==> src/rtl/uart_rx_core.sv <==
// uart_rx_core: receive side of the UART link.
// The serial line is oversampled at Prescale clocks per bit, and three samples
// around the centre of each bit are majority-voted. The block checks the start
// bit for glitches, then checks the optional parity bit and the stop bit.
// The received word is presented with a one-cycle valid strobe. Error strobes
// are raised instead of the valid strobe when a check fails.
module uart_rx_core #(
  parameter int DATA_WIDTH = 8,
  parameter int PRESC_W    = 6
) (
  input  logic                  CLK,
  input  logic                  RST,
  input  logic                  RX_IN,
  input  logic                  PAR_EN,
  input  logic                  PAR_TYP,
  input  logic [PRESC_W-1:0]    Prescale,
  output logic [DATA_WIDTH-1:0] P_DATA,
  output logic                  Data_Valid,
  output logic                  Par_Err,
  output logic                  Stp_Err,
  output logic                  busy
);

  localparam int BCW = (DATA_WIDTH > 1) ? $clog2(DATA_WIDTH) : 1;

  localparam logic [2:0] ST_IDLE   = 3'd0;
  localparam logic [2:0] ST_START  = 3'd1;
  localparam logic [2:0] ST_DATA   = 3'd2;
  localparam logic [2:0] ST_PARITY = 3'd3;
  localparam logic [2:0] ST_STOP   = 3'd4;

  localparam logic [PRESC_W-1:0] EC_ONE   = PRESC_W'(1);
  localparam logic [PRESC_W-1:0] EC_ZERO  = PRESC_W'(0);
  localparam logic [BCW-1:0]     BIT_LAST = BCW'(DATA_WIDTH - 1);
  localparam logic [BCW-1:0]     BIT_ONE  = BCW'(1);
  localparam logic [BCW-1:0]     BIT_ZERO = BCW'(0);

  // Majority of three samples; a single-cycle line glitch cannot flip the bit.
  function automatic logic majority3(input logic a, input logic b, input logic c);
    return (a & b) | (a & c) | (b & c);
  endfunction

  // Expected parity bit: even parity is the XOR of the data, odd parity is its inverse.
  function automatic logic frame_parity(input logic [DATA_WIDTH-1:0] d, input logic odd);
    return odd ? ~(^d) : (^d);
  endfunction

  logic                  sync1_r;
  logic                  rx_sync_r;
  logic                  rx_s;
  logic [2:0]            state_r;
  logic [2:0]            state_nxt_s;
  logic [PRESC_W-1:0]    edge_cnt_r;
  logic [BCW-1:0]        bit_cnt_r;
  logic [PRESC_W-1:0]    presc_r;
  logic                  par_en_r;
  logic                  par_typ_r;
  logic [2:0]            smp_r;
  logic [DATA_WIDTH-1:0] shift_r;
  logic                  par_mis_r;

  logic [PRESC_W-1:0]    half_s;
  logic                  last_edge_s;
  logic                  vote_s;
  logic                  start_det_s;
  logic                  stop_done_s;
  logic                  par_bad_s;
  logic                  stp_bad_s;

  assign rx_s = rx_sync_r;

  // Decode the bit-timing points and the voted bit from the latched frame configuration.
  always_comb begin
    half_s      = {1'b0, presc_r[PRESC_W-1:1]};
    last_edge_s = (edge_cnt_r == (presc_r - EC_ONE));
    vote_s      = majority3(smp_r[0], smp_r[1], smp_r[2]);
    start_det_s = (state_r == ST_IDLE) && !rx_s;
    stop_done_s = (state_r == ST_STOP) && last_edge_s;
    par_bad_s   = par_en_r & par_mis_r;
    stp_bad_s   = ~vote_s;
  end

  // Frame sequencing: start check, data bits, optional parity, then the stop bit.
  always_comb begin
    state_nxt_s = state_r;
    case (state_r)
      ST_IDLE: begin
        if (!rx_s) state_nxt_s = ST_START;
        else       state_nxt_s = ST_IDLE;
      end
      ST_START: begin
        if (last_edge_s) begin
          if (vote_s) state_nxt_s = ST_IDLE;
          else        state_nxt_s = ST_DATA;
        end else begin
          state_nxt_s = ST_START;
        end
      end
      ST_DATA: begin
        if (last_edge_s && (bit_cnt_r == BIT_LAST)) begin
          if (par_en_r) state_nxt_s = ST_PARITY;
          else          state_nxt_s = ST_STOP;
        end else begin
          state_nxt_s = ST_DATA;
        end
      end
      ST_PARITY: begin
        if (last_edge_s) state_nxt_s = ST_STOP;
        else             state_nxt_s = ST_PARITY;
      end
      ST_STOP: begin
        if (last_edge_s) state_nxt_s = ST_IDLE;
        else             state_nxt_s = ST_STOP;
      end
      default: state_nxt_s = ST_IDLE;
    endcase
  end

  // Two-flop synchronizer for the asynchronous serial line; it resets to the idle level.
  always_ff @(posedge CLK or negedge RST) begin
    if (!RST) begin
      sync1_r   <= 1'b1;
      rx_sync_r <= 1'b1;
    end else begin
      sync1_r   <= RX_IN;
      rx_sync_r <= sync1_r;
    end
  end

  // State register.
  always_ff @(posedge CLK or negedge RST) begin
    if (!RST) state_r <= ST_IDLE;
    else      state_r <= state_nxt_s;
  end

  // Per-bit oversampling counter; it is held at zero while idle so START begins at edge 0.
  always_ff @(posedge CLK or negedge RST) begin
    if (!RST) begin
      edge_cnt_r <= EC_ZERO;
    end else if (state_r == ST_IDLE) begin
      edge_cnt_r <= EC_ZERO;
    end else if (last_edge_s) begin
      edge_cnt_r <= EC_ZERO;
    end else begin
      edge_cnt_r <= edge_cnt_r + EC_ONE;
    end
  end

  // Capture the frame configuration at start detection, so that input changes mid-frame are ignored.
  always_ff @(posedge CLK or negedge RST) begin
    if (!RST) begin
      presc_r   <= PRESC_W'(8);
      par_en_r  <= 1'b0;
      par_typ_r <= 1'b0;
    end else if (start_det_s) begin
      presc_r   <= Prescale;
      par_en_r  <= PAR_EN;
      par_typ_r <= PAR_TYP;
    end
  end

  // Take three consecutive samples around the middle of each bit.
  always_ff @(posedge CLK or negedge RST) begin
    if (!RST) begin
      smp_r <= 3'b111;
    end else if (state_r != ST_IDLE) begin
      if (edge_cnt_r == (half_s - EC_ONE)) smp_r[0] <= rx_s;
      if (edge_cnt_r == half_s)            smp_r[1] <= rx_s;
      if (edge_cnt_r == (half_s + EC_ONE)) smp_r[2] <= rx_s;
    end
  end

  // Shift data bits in LSB first at the end of each data bit, and count them.
  always_ff @(posedge CLK or negedge RST) begin
    if (!RST) begin
      bit_cnt_r <= BIT_ZERO;
      shift_r   <= {DATA_WIDTH{1'b0}};
    end else if (state_r == ST_START) begin
      bit_cnt_r <= BIT_ZERO;
    end else if ((state_r == ST_DATA) && last_edge_s) begin
      shift_r   <= {vote_s, shift_r[DATA_WIDTH-1:1]};
      bit_cnt_r <= bit_cnt_r + BIT_ONE;
    end
  end

  // Store the parity mismatch flag at the end of the parity bit; it is cleared for each new frame.
  always_ff @(posedge CLK or negedge RST) begin
    if (!RST) begin
      par_mis_r <= 1'b0;
    end else if (state_r == ST_START) begin
      par_mis_r <= 1'b0;
    end else if ((state_r == ST_PARITY) && last_edge_s) begin
      par_mis_r <= vote_s ^ frame_parity(shift_r, par_typ_r);
    end
  end

  // Register the frame result and strobes. P_DATA is updated only by a clean frame.
  always_ff @(posedge CLK or negedge RST) begin
    if (!RST) begin
      P_DATA     <= {DATA_WIDTH{1'b0}};
      Data_Valid <= 1'b0;
      Par_Err    <= 1'b0;
      Stp_Err    <= 1'b0;
      busy       <= 1'b0;
    end else begin
      busy       <= (state_nxt_s != ST_IDLE);
      Data_Valid <= 1'b0;
      Par_Err    <= 1'b0;
      Stp_Err    <= 1'b0;
      if (stop_done_s) begin
        Stp_Err <= stp_bad_s;
        Par_Err <= par_bad_s;
        if (!stp_bad_s && !par_bad_s) begin
          Data_Valid <= 1'b1;
          P_DATA     <= shift_r;
        end
      end
    end
  end

endmodule

==> config.mk <==
export PLATFORM = sky130hd
export DESIGN_NAME = uart_rx_core
export DESIGN_NICKNAME = d
export VERILOG_FILES = /design/src/rtl/uart_rx_core.sv
export SDC_FILE = /design/constraint.sdc
export NUM_CORES = 1
export LEC_CHECK = 0
export BUFFER_PORTS_ARGS = -buffer_cell sky130_fd_sc_hd__buf_2
export CAP_MARGIN = 20
export CORE_UTILIZATION = 35
export CTS_CLUSTER_DIAMETER = 150
export DETAILED_ROUTE_END_ITERATION = 10
export PLACE_DENSITY = 0.55
export SYNTH_ARGS = -nofsm -noshare
export SYNTH_HDL_FRONTEND = slang
export SYNTH_SLANG_ARGS = --single-unit
==> constraint.sdc <==
create_clock -name CLK -period 2.4 [get_ports CLK]
set_input_delay 0.24 -clock CLK [delete_from_list [all_inputs] [get_ports CLK]]
set_output_delay 0.24 -clock CLK [all_outputs]
set_load 0.02 [all_outputs]
## After elaboration in Yosys (flattened, before gate mapping)

Cells that the tools add are included.

- Flip-flop bits (word level): 46
- Word-level logic and storage cells: 80
- Input bits: 11

- Eq/ne operators: 9
- Multiplexer cells: 19
- $add $sub $neg: 5
- Bitwise logic cells: 10
- Reduce and logical (&&, ||, !) cells: 19

Operator list:

| kind | count |
|---|---|
| 2-to-1 mux 3 bit | 7 |
| equality test 6 bit | 3 |
| case mux 3 bit (5 select lines) | 1 |
| 2-to-1 mux 6 bit | 2 |
| AND reduction 2 bit | 5 |
| 2-to-1 mux 1 bit | 8 |
| parity 8 bit | 1 |
| adder 5 x 1 -> 6 bit, second input constant | 1 |
| adder 6 x 1 -> 6 bit, second input constant | 1 |
| equality test 3 x 2 -> 1 bit, second input constant | 2 |
| equality test 3 bit, second input constant | 2 |
| equality test 6 x 5 -> 1 bit | 1 |
| logical AND 1 bit | 6 |
| nonzero test 3 bit | 2 |
| subtractor 5 x 1 -> 6 bit, second input constant | 1 |
| subtractor 6 x 1 -> 6 bit, second input constant | 1 |
| bitwise AND 1 bit | 4 |
| nonzero test 2 bit | 2 |
| adder 3 x 1 -> 3 bit, second input constant | 1 |
| equality test 3 x 1 -> 1 bit, second input constant | 1 |
| zero test 3 bit | 1 |
| NOT 1 bit | 3 |
| zero test 1 bit | 2 |
| 2-to-1 mux 2 bit | 1 |
| other kinds (2) | 3 |

## Longest topological paths before layout

Gate-level depths: netlist (run 1).

- Depth in word-level cells: 7
- Mapped depth: 9
- Gate-level depth less buffers: 7

## Worst setup path before layout (run 1)

Ideal clock, no wire load.

- Path type: reg2reg
- Start: register presc_r[2]
- End: register P_DATA[0]
- Arrival: 2.357 ns
- Path buffers: 1
- Slack: -0.081 ns
- Data required time: 2.275 ns
- Setup time: 0.125 ns
- Period minus slack after synthesis: 2.481 ns
- Cell stages (with the launch flop): 9
- Cell sequence: dfrtp_1 -> buf_6 -> inv_1 -> ha_1 -> a21boi_2 -> nand3_1 -> a211o_1 -> nor4_4 -> mux2_2

- Cells in the longest elaborated chain, start to end: 4

Ends and longest elaborated chain:

| element | line | text |
|---|---|---|
| from (decl) | 55 | `logic [PRESC_W-1:0] presc_r;` |
| from (signal assigned) | 156 | `presc_r <= Prescale;` |
| subtractor 6 x 1 -> 6 bit | 75 | `last_edge_s = (edge_cnt_r == (presc_r - EC_ONE));` |
| equality test 6 bit | 75 |  |
| logical AND 1 bit | 78 | `stop_done_s = (state_r == ST_STOP) && last_edge_s;` |
| AND reduction 2 bit (no source line) | - |  |
| to (signal assigned) | 200 | `P_DATA <= {DATA_WIDTH{1'b0}};` |
| to (signal assigned) | 215 | `P_DATA <= shift_r;` |
| to (decl) | 17 | `output logic [DATA_WIDTH-1:0] P_DATA,` |

Every way passes these cells.
A chain may end at the register's enable or synchronous reset.

## Final worst setup path (run 1)

- Start: register presc_r[0]
- End: register P_DATA[6]

Same word-level chain as after synthesis.

==> flow_summary_export.csv, run 1 <==
group,metric,value,unit
yosys,synth_nets,249,
finish,nFillCells,682,
pwr,swShare,40.46,%
yosys,ys_ff_latch,46,
worst_setup_path,path_max_fanout,8,
placement,post_dp_cell_area,2861,um^2
worst_setup_path,reg2reg_to,"P_DATA[6]",
finish,multi_input_area,1306,um^2
cts,clock_latency,0.29,ns
placement,place_congestion,0.8790,
global_route,grt_max_degree,47,
detailed_routing,wirelength,5178,um
worst_setup_path,reg2reg_depth,8,
sta,skew,0.004087,ns
placement,dp_cells,359,
yosys,synthArstFlopShare,100.0,%
run_status,outcome,"finished, final reports clean",
run,maxCapViolations,0,
placement,dpl.hpwl,3793,um
sta,holdWs,0.01586,ns
worst_setup_path,crit_type,"flop to flop",
pwr,power_frac_comb,52.6,%
die,core,6869,um^2
die,start_util,36.48,%
sta,min_period,2.305,ns
pwr,p_leak,1.351,nW
sta,slew-limit-headroom,60.48,%
pwr,clkPwrFrac,13.8,%
worst_setup_path,crit_start,"presc_r[0]",
detailed_routing,antenna_left,0,
worst_setup_path,reg2reg_slack,0.09,ns
pwr,p_int,2.056,mW
detailed_routing,route.detailed.drc,0,
finish,drive_above_1_share,34.89,%
detailed_routing,avgRoutedWirePerCell,13.84,um
worst_setup_path,cp-start-kind,"flop",
yosys,synthFlopType,"dfrtp_1",
sta,hold_viol,0,
detailed_routing,drtIter0Drc,151,
die,die_x,86.62,um
worst_setup_path,r2r_start,"presc_r[0]",
finish,fin_util,44.10,%
worst_setup_path,max_stage_delay,0.37,ns
placement,portBuffers,22,
cts,cts-buffers-inserted,5,
yosys,ys_warn_count,0,
yosys,synth_edf_count,0,
die,num_rows,30,
detailed_routing,num_vias,1819,
global_route,antenna_found_initial,0,
sta,drv_slew,0,
finish,num_antenna_cells,0,
sta,fmax,433.8,MHz
cts,root_buffer,"clkbuf_8",
detailed_routing,drt_pre_antenna_iters,4,
finish,fin_cells,374,
finish,seq_area,1159,um^2
cts,clock-sinks,46,
cts,holdBufCountCts,0,
worst_setup_path,critPathRequiredTime,2.59,ns
sta,rsz0062_at_grt,"true",
cts,clk_path_buf_depth,2,
sta,fin_crit_sh,96.06,%
finish,area_delta_synth_final,20.87,%
yosys,synth_top_cell_by_area,"dfrtp_1",
cts,path_clk_slew,0.09,ns
die,io_pins,23,
yosys,syn_inst,231,
worst_setup_path,crit_arrival,2.49,ns
pwr,p_seq_share,33.7,%
cts,h-tree-depth,2,
yosys,synth_top_area_share,39.94,%
sta,worst_slew_pin_slew,0.5928,ns
die,die_area,7503,um^2
worst_setup_path,worst_path_max_delay_cell,"or3_4",
finish,layout.nets,295,
pwr,p_switching,1.397,mW
yosys,synth_most_common_cell,"dfrtp_1",
global_route,grt_pass1_wl,8590,um
finish,final_area,3029,um^2
yosys,netlist_area,2506,um^2
yosys,synth_commonest_cells,"40 x dfrtp_1, 21 x mux2_2, 19 x nand2_1",
global_route,grt_remaining_overflow,0,
global_route,grt_pass1_vias,1748,
worst_setup_path,path_cells,"inv_1 > ha_2 > nor2b_1 > or3_4 > a31o_4 > nor4_4 > buf_6 > mux2_2",
detailed_routing,viasPerCell,4.864,
cts,cts_tree,"built",
pwr,peakVddDrop,0.6909,mV
die,die_h,86.62,um
yosys,ys_types,52,
worst_setup_path,endpoint_kind,"flop",
global_route,grt.total_usage,14.80,%
yosys,synth_area_leaders,"dfrtp_1 40%, mux2_2 9.4%, dfstp_2 6.3%, xnor2_1 6.3%, ha_1 3.5%",
yosys,synth-seq-area-share,46.23,%
min_path,hold_class,"input port to async pin",
yosys,syn_area_per_cell,10.85,um^2
pwr,p_per_area,1140,nW/um^2
sta,setup_violations,0,
## stage by stage
stage / setup WS, ns / TNS (ns) / total power, mW
finish: 0.09462 / 0 / 3.453
floorplan: -0.03637 / -0.3960 / 2.342
detailed placement: -0.01048 / -0.01048 / 2.830
global placement: -0.02395 / -0.02395 / 2.820
CTS: 0.03871 / 0 / 3.318
global route: -0.003298 / -0.003298 / 3.718
## layout make-up
type                       count  area share, %
multi-input combinational    165          43.12
inverter                       9          1.115
sequential                    46          38.25
clock inverter                 2         0.4544
clock buffer                   6          2.396
tap                           96          3.965
timing repair buffer          50          10.70
## timing repair
action,CTS,global route
endpoints found under the setup margin,1,17
hold endpoints to repair,0,0
pin swaps,0,1
gates resized for setup,1,8
cloned,0,1
setup buffers,0,6
## worst max-delay path by stage
| stage | endpoint | slack, ns | cells after the start |
|---|---|---|---|
| floorplan | P_DATA[0] | -0.04 | 7 |
| global placement | smp_r[2] | -0.02 | 5 |
| detailed placement | smp_r[2] | -0.01 | 5 |
| CTS | P_DATA[6] | 0.04 | 8 |
| global route | shift_r[5] | -0.003 | 8 |
| finish | P_DATA[6] | 0.09 | 8 |
## metal layers
| metal | share of wire, % | up-vias | routed length (um) | track usage, % |
|---|---|---|---|---|
| li1 | - | 900 | - | - |
| met1 | 51 | 882 | 2630 | 21.95 |
| met2 | 45 | 33 | 2339 | 22.29 |
| met3 | 3.2 | 4 | 167 | 3.143 |
| met4 | 0.77 | 0 | 40 | 2.879 |
| met5 | 0 | - | 0 | 0 |
## flip-flops by register name, indices dropped and copies added, names as in the netlist, 3 cells and up
name,count
bit_cnt_r,3
shift_r,8
state_r,3
edge_cnt_r,6
P_DATA,8
smp_r,3
presc_r,6
## cell families after synthesis
family / count (synthesis) / share of synthesized area [%]
and+or+nand+nor: 72 / 15.63
xor gates and xnor gates: 27 / 9.985
DFF: 46 / 46.23
AOI/OAI and AO/OA: 33 / 9.436
adders and majority gates: 8 / 3.894
muxes: 25 / 11.08
buffers and inverters: 20 / 3.744
## power by group through the flow
stage / Clock (mW) / Sequential, mW / Combinational, mW
2_1_floorplan: 0 / 1.09 / 1.25
3_3_place_gp: 0 / 1.18 / 1.64
3_5_place_dp: 0 / 1.18 / 1.65
4_1_cts: 0.493 / 1.16 / 1.66
5_1_grt: 0.522 / 1.19 / 2.01
6_report: 0.475 / 1.16 / 1.82
## placed cells by master (no fill, tap or decap), types with 3 or more instances in the layout
master,count
a21o_1,3
buf_4,27
mux2i_1,3
mux2_2,19
clkbuf_8,5
dfrtp_1,40
dfstp_2,6
ha_1,5
o21ai_0,10
inv_1,8
nor3_1,12
nor2_1,10
xnor2_1,18
nand2_1,19
o211ai_1,4
nor2b_1,4
nand2b_1,3
xor2_1,8
buf_2,22
nand3_1,7
## critical path: cells and delay by family (launching register included)
family | cells | cell delay [ns]
fa+ha+maj | 1 | 0.19
mux | 1 | 0.33
flops | 1 | 0.36
compound gates | 1 | 0.26
buf+inv | 2 | 0.25
simple gates | 3 | 0.80
No activity file was read; power rests on OpenSTA's default activity.
==> inputs of run 2 (changes only) <==
Settings changed: CELL_PAD_IN_SITES_DETAIL_PLACEMENT set to 1, CELL_PAD_IN_SITES_GLOBAL_PLACEMENT set to 2, PLACE_DENSITY 0.55 to 0.76.
==> flow_summary_export.csv, run 2 (synthesis gave the netlist of run 1 again) <==
group,metric,value,unit
worst_setup_path,reg2reg_depth,8,
global_route,grt.total_usage,17.05,%
finish,mostFrequentLayoutCell,"dfrtp_1",
detailed_routing,avgRoutedWirePerCell,15.45,um
cts,h-tree-depth,2,
sta,min_period,2.310,ns
finish,layout.nets,294,
cts,clock_latency,0.30,ns
global_route,grt_max_degree,47,
placement,dp_cells,358,
cts,clock-sinks,46,
global_route,grt_remaining_overflow,0,
run,maxCapViolations,0,
die,die_h,86.62,um
die,start_util,36.48,%
sta,fin_crit_sh,96.27,%
worst_setup_path,crit_start,"presc_r[1]",
finish,nFillCells,764,
worst_setup_path,path_cells,"inv_2 > ha_4 > nor2b_1 > or3_4 > a31o_4 > nor4_4 > buf_2 > mux2_2",
worst_setup_path,max_stage_delay,0.37,ns
die,io_pins,23,
sta,holdWs,0.02177,ns
finish,final_area,3028,um^2
pwr,peakVddDrop,0.4860,mV
worst_setup_path,crit_arrival,2.50,ns
sta,setup_tns,0,ns
detailed_routing,viasPerCell,4.831,
detailed_routing,drtIter0Drc,129,
detailed_routing,route.detailed.drc,0,
worst_setup_path,crit_type,"flop to flop",
worst_setup_path,critPathRequiredTime,2.59,ns
worst_setup_path,crit_end,"shift_r[6]",
cts,holdBufCountCts,0,
pwr,p_per_area,1163,nW/um^2
finish,largest_registers,"P_DATA: 8 flops, shift_r: 8 flops",
die,num_rows,30,
placement,post_dp_cell_area,2854,um^2
worst_setup_path,path_max_fanout,5,
cts,cts_tree,"built",
finish,fin_cells,373,
sta,hold_viol,0,
placement,portBuffers,22,
finish,final_cell_mix,"40 x dfrtp_1, 26 x buf_4, 23 x buf_2",
worst_setup_path,r2r_start,"presc_r[1]",
sta,fmax,432.8,MHz
detailed_routing,wirelength,5761,um
detailed_routing,num_vias,1802,
global_route,antenna_found_initial,0,
finish,drive_above_1_share,34.66,%
global_route,grt_pass1_wl,9673,um
detailed_routing,drt_pre_antenna_iters,4,
sta,setup_violations,0,
worst_setup_path,cp-start-kind,"flop",
die,die_area,7503,um^2
sta,skew,0.005133,ns
finish,area_delta_synth_final,20.82,%
worst_setup_path,endpoint_kind,"flop",
placement,place_congestion,0.8073,
worst_setup_path,worst_path_max_delay_cell,"or3_4",
cts,path_clk_slew,0.09,ns
worst_setup_path,reg2reg_to,"shift_r[6]",
cts,cts-buffers-inserted,5,
placement,dpl.hpwl,4166,um
detailed_routing,antenna_left,0,
run_status,outcome,"finished, final reports clean",
cts,root_buffer,"clkbuf_8",
global_route,grt_pass1_vias,1878,
die,die_x,86.62,um
cts,clk_path_buf_depth,2,
sta,slew-limit-headroom,59.75,%
pwr,p_leak,1.351,nW
sta,drv_slew,0,
finish,num_antenna_cells,0,
min_path,hold_class,"input port to async pin",
worst_setup_path,reg2reg_slack,0.09,ns
sta,worst_slew_pin_slew,0.6037,ns
die,core,6869,um^2
## run 2: worst max-delay path, delay by kind of cell (launching register included)
| family | cells | cell delay, ns |
|---|---|---|
| adders and majority gates | 1 | 0.17 |
| buffers and inverters | 2 | 0.29 |
| AOI/OAI and AO/OA | 1 | 0.26 |
| and+or+nand+nor | 3 | 0.79 |
| DFF | 1 | 0.36 |
| muxes | 1 | 0.34 |
## run 2: routing by layer
layer / vias to the layer above / routed length [um] / global-route usage, % / share of wire (%)
met1: 861 / 2960 / 26.28 / 51
met5: - / 0 / 0 / 0
li1: 899 / - / - / -
met2: 33 / 2545 / 23.95 / 44
met3: 9 / 160 / 2.667 / 2.8
met4: 0 / 94 / 5.909 / 1.6
## run 2: worst min path at each step
stage / depth (start not counted) / to / slack, ns / from
finish: 2 / edge_cnt_r[4] / 0.02 / RST
global route: 1 / sync1_r / 0.01 / RX_IN
CTS: 1 / sync1_r / 0.02 / RX_IN
detailed placement: 1 / sync1_r / 0.35 / RX_IN
global placement: 0 / rx_s / 0.35 / sync1_r
floorplan: 0 / Data_Valid / -0.06 / RST
## run 2: where the power goes
| part | internal, mW | switching, mW |
|---|---|---|
| Clock | 0.206 | 0.280 |
| Combinational | 0.887 | 0.988 |
| Sequential | 0.959 | 0.202 |
## run 2: repair_timing
| action | 4_1_cts | 5_1_grt |
|---|---|---|
| resized for setup | 3 | 6 |
| cloned | 0 | 1 |
| buffers inserted | 0 | 6 |
| endpoints found under the setup margin | 1 | 17 |
| pin swaps | 1 | 4 |
| hold endpoints to repair | 0 | 0 |
## run 2: final cells by class
cell class | instances | area, um^2 | area share, %
flip-flops and latches | 46 | 1159 | 38.26
clock buffers | 6 | 72.57 | 2.397
multi-input cells | 165 | 1319 | 43.55
well taps | 96 | 120.1 | 3.967
repair buffers | 49 | 310.3 | 10.25
clock inverters | 2 | 13.76 | 0.4545
inverters | 9 | 33.78 | 1.116
## run 2: per-stage QoR
stage | util, % | worst slack (ns) | power (mW)
global route | 44.08 | -0.009161 | 3.813
floorplan | - | -0.03637 | 2.342
CTS | 42.90 | 0.002402 | 3.398
detailed placement | 41.55 | -0.1174 | 2.869
finish | 44.08 | 0.08963 | 3.522
global placement | 41.55 | -0.05194 | 2.821
==> inputs of run 3 (changes only) <==
Settings changed: GPL_TIMING_DRIVEN set to 0.
==> flow_summary_export.csv, run 3 (synthesis gave the netlist of run 1 again) <==
group,metric,value,unit
run_status,outcome,"finished, final reports clean",
pwr,p_leak,1.370,nW
detailed_routing,route.detailed.drc,0,
worst_setup_path,critPathRequiredTime,2.60,ns
die,start_util,36.48,%
die,io_pins,23,
finish,mostFrequentLayoutCell,"dfrtp_1",
worst_setup_path,crit_type,"flop to flop",
worst_setup_path,reg2reg_depth,9,
min_path,hold_depth,1,
finish,nFillCells,753,
sta,hold_viol,0,
cts,clock_latency,0.30,ns
cts,h-tree-depth,2,
worst_setup_path,crit_arrival,2.54,ns
finish,layout.nets,299,
worst_setup_path,reg2reg_slack,0.05,ns
finish,fin_cells,378,
global_route,grt_remaining_overflow,0,
die,core,6869,um^2
sta,holdWs,0.02980,ns
detailed_routing,avgRoutedWirePerCell,15.68,um
worst_setup_path,endpoint_kind,"flop",
finish,final_cell_mix,"38 x dfrtp_1, 26 x buf_2, 19 x nand2_1",
global_route,grt.total_usage,17.51,%
sta,slew-limit-headroom,64.10,%
placement,dp_cells,350,
sta,min_period,2.349,ns
placement,place_congestion,0.8316,
die,num_rows,30,
die,die_h,86.62,um
cts,clock-sinks,46,
worst_setup_path,cp-start-kind,"flop",
finish,area_delta_synth_final,25.86,%
global_route,grt_max_degree,47,
sta,fin_crit_sh,97.87,%
worst_setup_path,path_max_fanout,8,
worst_setup_path,reg2reg_to,"shift_r[1]",
sta,setup_violations,0,
placement,portBuffers,22,
die,die_area,7503,um^2
detailed_routing,num_vias,1894,
finish,final_area,3154,um^2
sta,skew,0.008653,ns
global_route,grt_pass1_vias,2013,
pwr,p_per_area,1170,nW/um^2
worst_setup_path,crit_start,"presc_r[2]",
detailed_routing,viasPerCell,5.011,
detailed_routing,drt_pre_antenna_iters,4,
detailed_routing,wirelength,5926,um
finish,num_antenna_cells,0,
sta,rsz0062_at_grt,"true",
sta,drv_slew,0,
cts,cts_tree,"built",
run,maxCapViolations,0,
finish,largest_registers,"P_DATA: 8 flops, shift_r: 8 flops",
worst_setup_path,r2r_start,"presc_r[2]",
die,die_x,86.62,um
detailed_routing,drtIter0Drc,64,
cts,cts-buffers-inserted,5,
cts,root_buffer,"clkbuf_8",
min_path,min_to,"sync1_r",
sta,fmax,425.7,MHz
placement,dpl.hpwl,3964,um
placement,post_dp_cell_area,2763,um^2
min_path,hold_class,"input port to flop",
global_route,grt_pass1_wl,9970,um
pwr,power.total,3.691,mW
detailed_routing,antenna_left,0,
cts,path_clk_slew,0.09,ns
finish,drive_above_1_share,35.82,%
sta,worst_slew_pin_slew,0.5385,ns
cts,clk_path_buf_depth,2,
min_path,min_from,"RX_IN",
global_route,antenna_found_initial,0,
pwr,peakVddDrop,0.4920,mV
## run 3: cell types whose count changed in the layout (fill, tap and decap cells not counted), sizes merged
cell         before  now
buf              49   47
bufinv            0    1
clkbuf            6   12
clkinv            2    0
clkinvlp          0    1
dlygate4sd3       0    1
## run 3: where the power goes
part / switching, mW / leakage (nW) / total [mW] / internal (mW)
combinational: 1.08 / 0.728 / 1.99 / 0.914
clock: 0.270 / 0.0514 / 0.580 / 0.311
sequential: 0.156 / 0.591 / 1.12 / 0.961
## run 3: area by class of cell
class	instances	area (um^2)	area share, %
buffer	11	63.81	2.023
clock buffer	6	72.57	2.301
clock inverter	2	37.54	1.190
inverter	9	41.29	1.309
multi-input combinational	165	1361	43.16
sequential	46	1161	36.81
tap	96	120.1	3.808
timing repair buffer	43	296.5	9.401
## run 3: critical path, cell delays in order (launching register included)
cell	delay, ns
dfrtp_1	0.41
buf_6	0.14
inv_6	0.06
ha_4	0.12
a21boi_4	0.21
nand3_2	0.11
a211o_4	0.39
nor4_4	0.26
buf_6	0.19
mux2_2	0.35
## run 3: layer usage
metal | routed length (um) | track usage (%) | part of all wire (%)
met2 | 2847 | 28.28 | 48
met1 | 2885 | 23.54 | 49
met4 | 87 | 6.364 | 1.5
met3 | 105 | 3.143 | 1.8
met5 | 0 | 0 | 0
## run 3: what timing repair did
item                                    in CTS  in global routing
endpoints found under the hold margin        0                 13
setup buffers                               11                  6
resized for setup                           10                 16
hold buffers                                 0                  1
endpoints found under the setup margin      23                 33
pin swaps                                    4                  6
## run 3: through the flow
step	utilization, %	TNS, ns	worst slack, ns
3_5_place_dp	40.22	-5.380	-0.3625
4_1_cts	43.81	0	0.001377
5_1_grt	45.92	-0.2155	-0.03104
3_3_place_gp	40.15	-4.690	-0.3253
6_report	45.92	0	0.05113
2_1_floorplan	-	-0.3960	-0.03637
## run 3: worst max path at each step
stage	endpoint	slack [ns]	depth (start not counted)
after global routing	shift_r[3]	-0.03	9
final	shift_r[1]	0.05	9
after global placement	P_DATA[6]	-0.33	7
after floorplan	P_DATA[0]	-0.04	7
after CTS	P_DATA[5]	0.001	9
after detailed placement	P_DATA[5]	-0.36	7
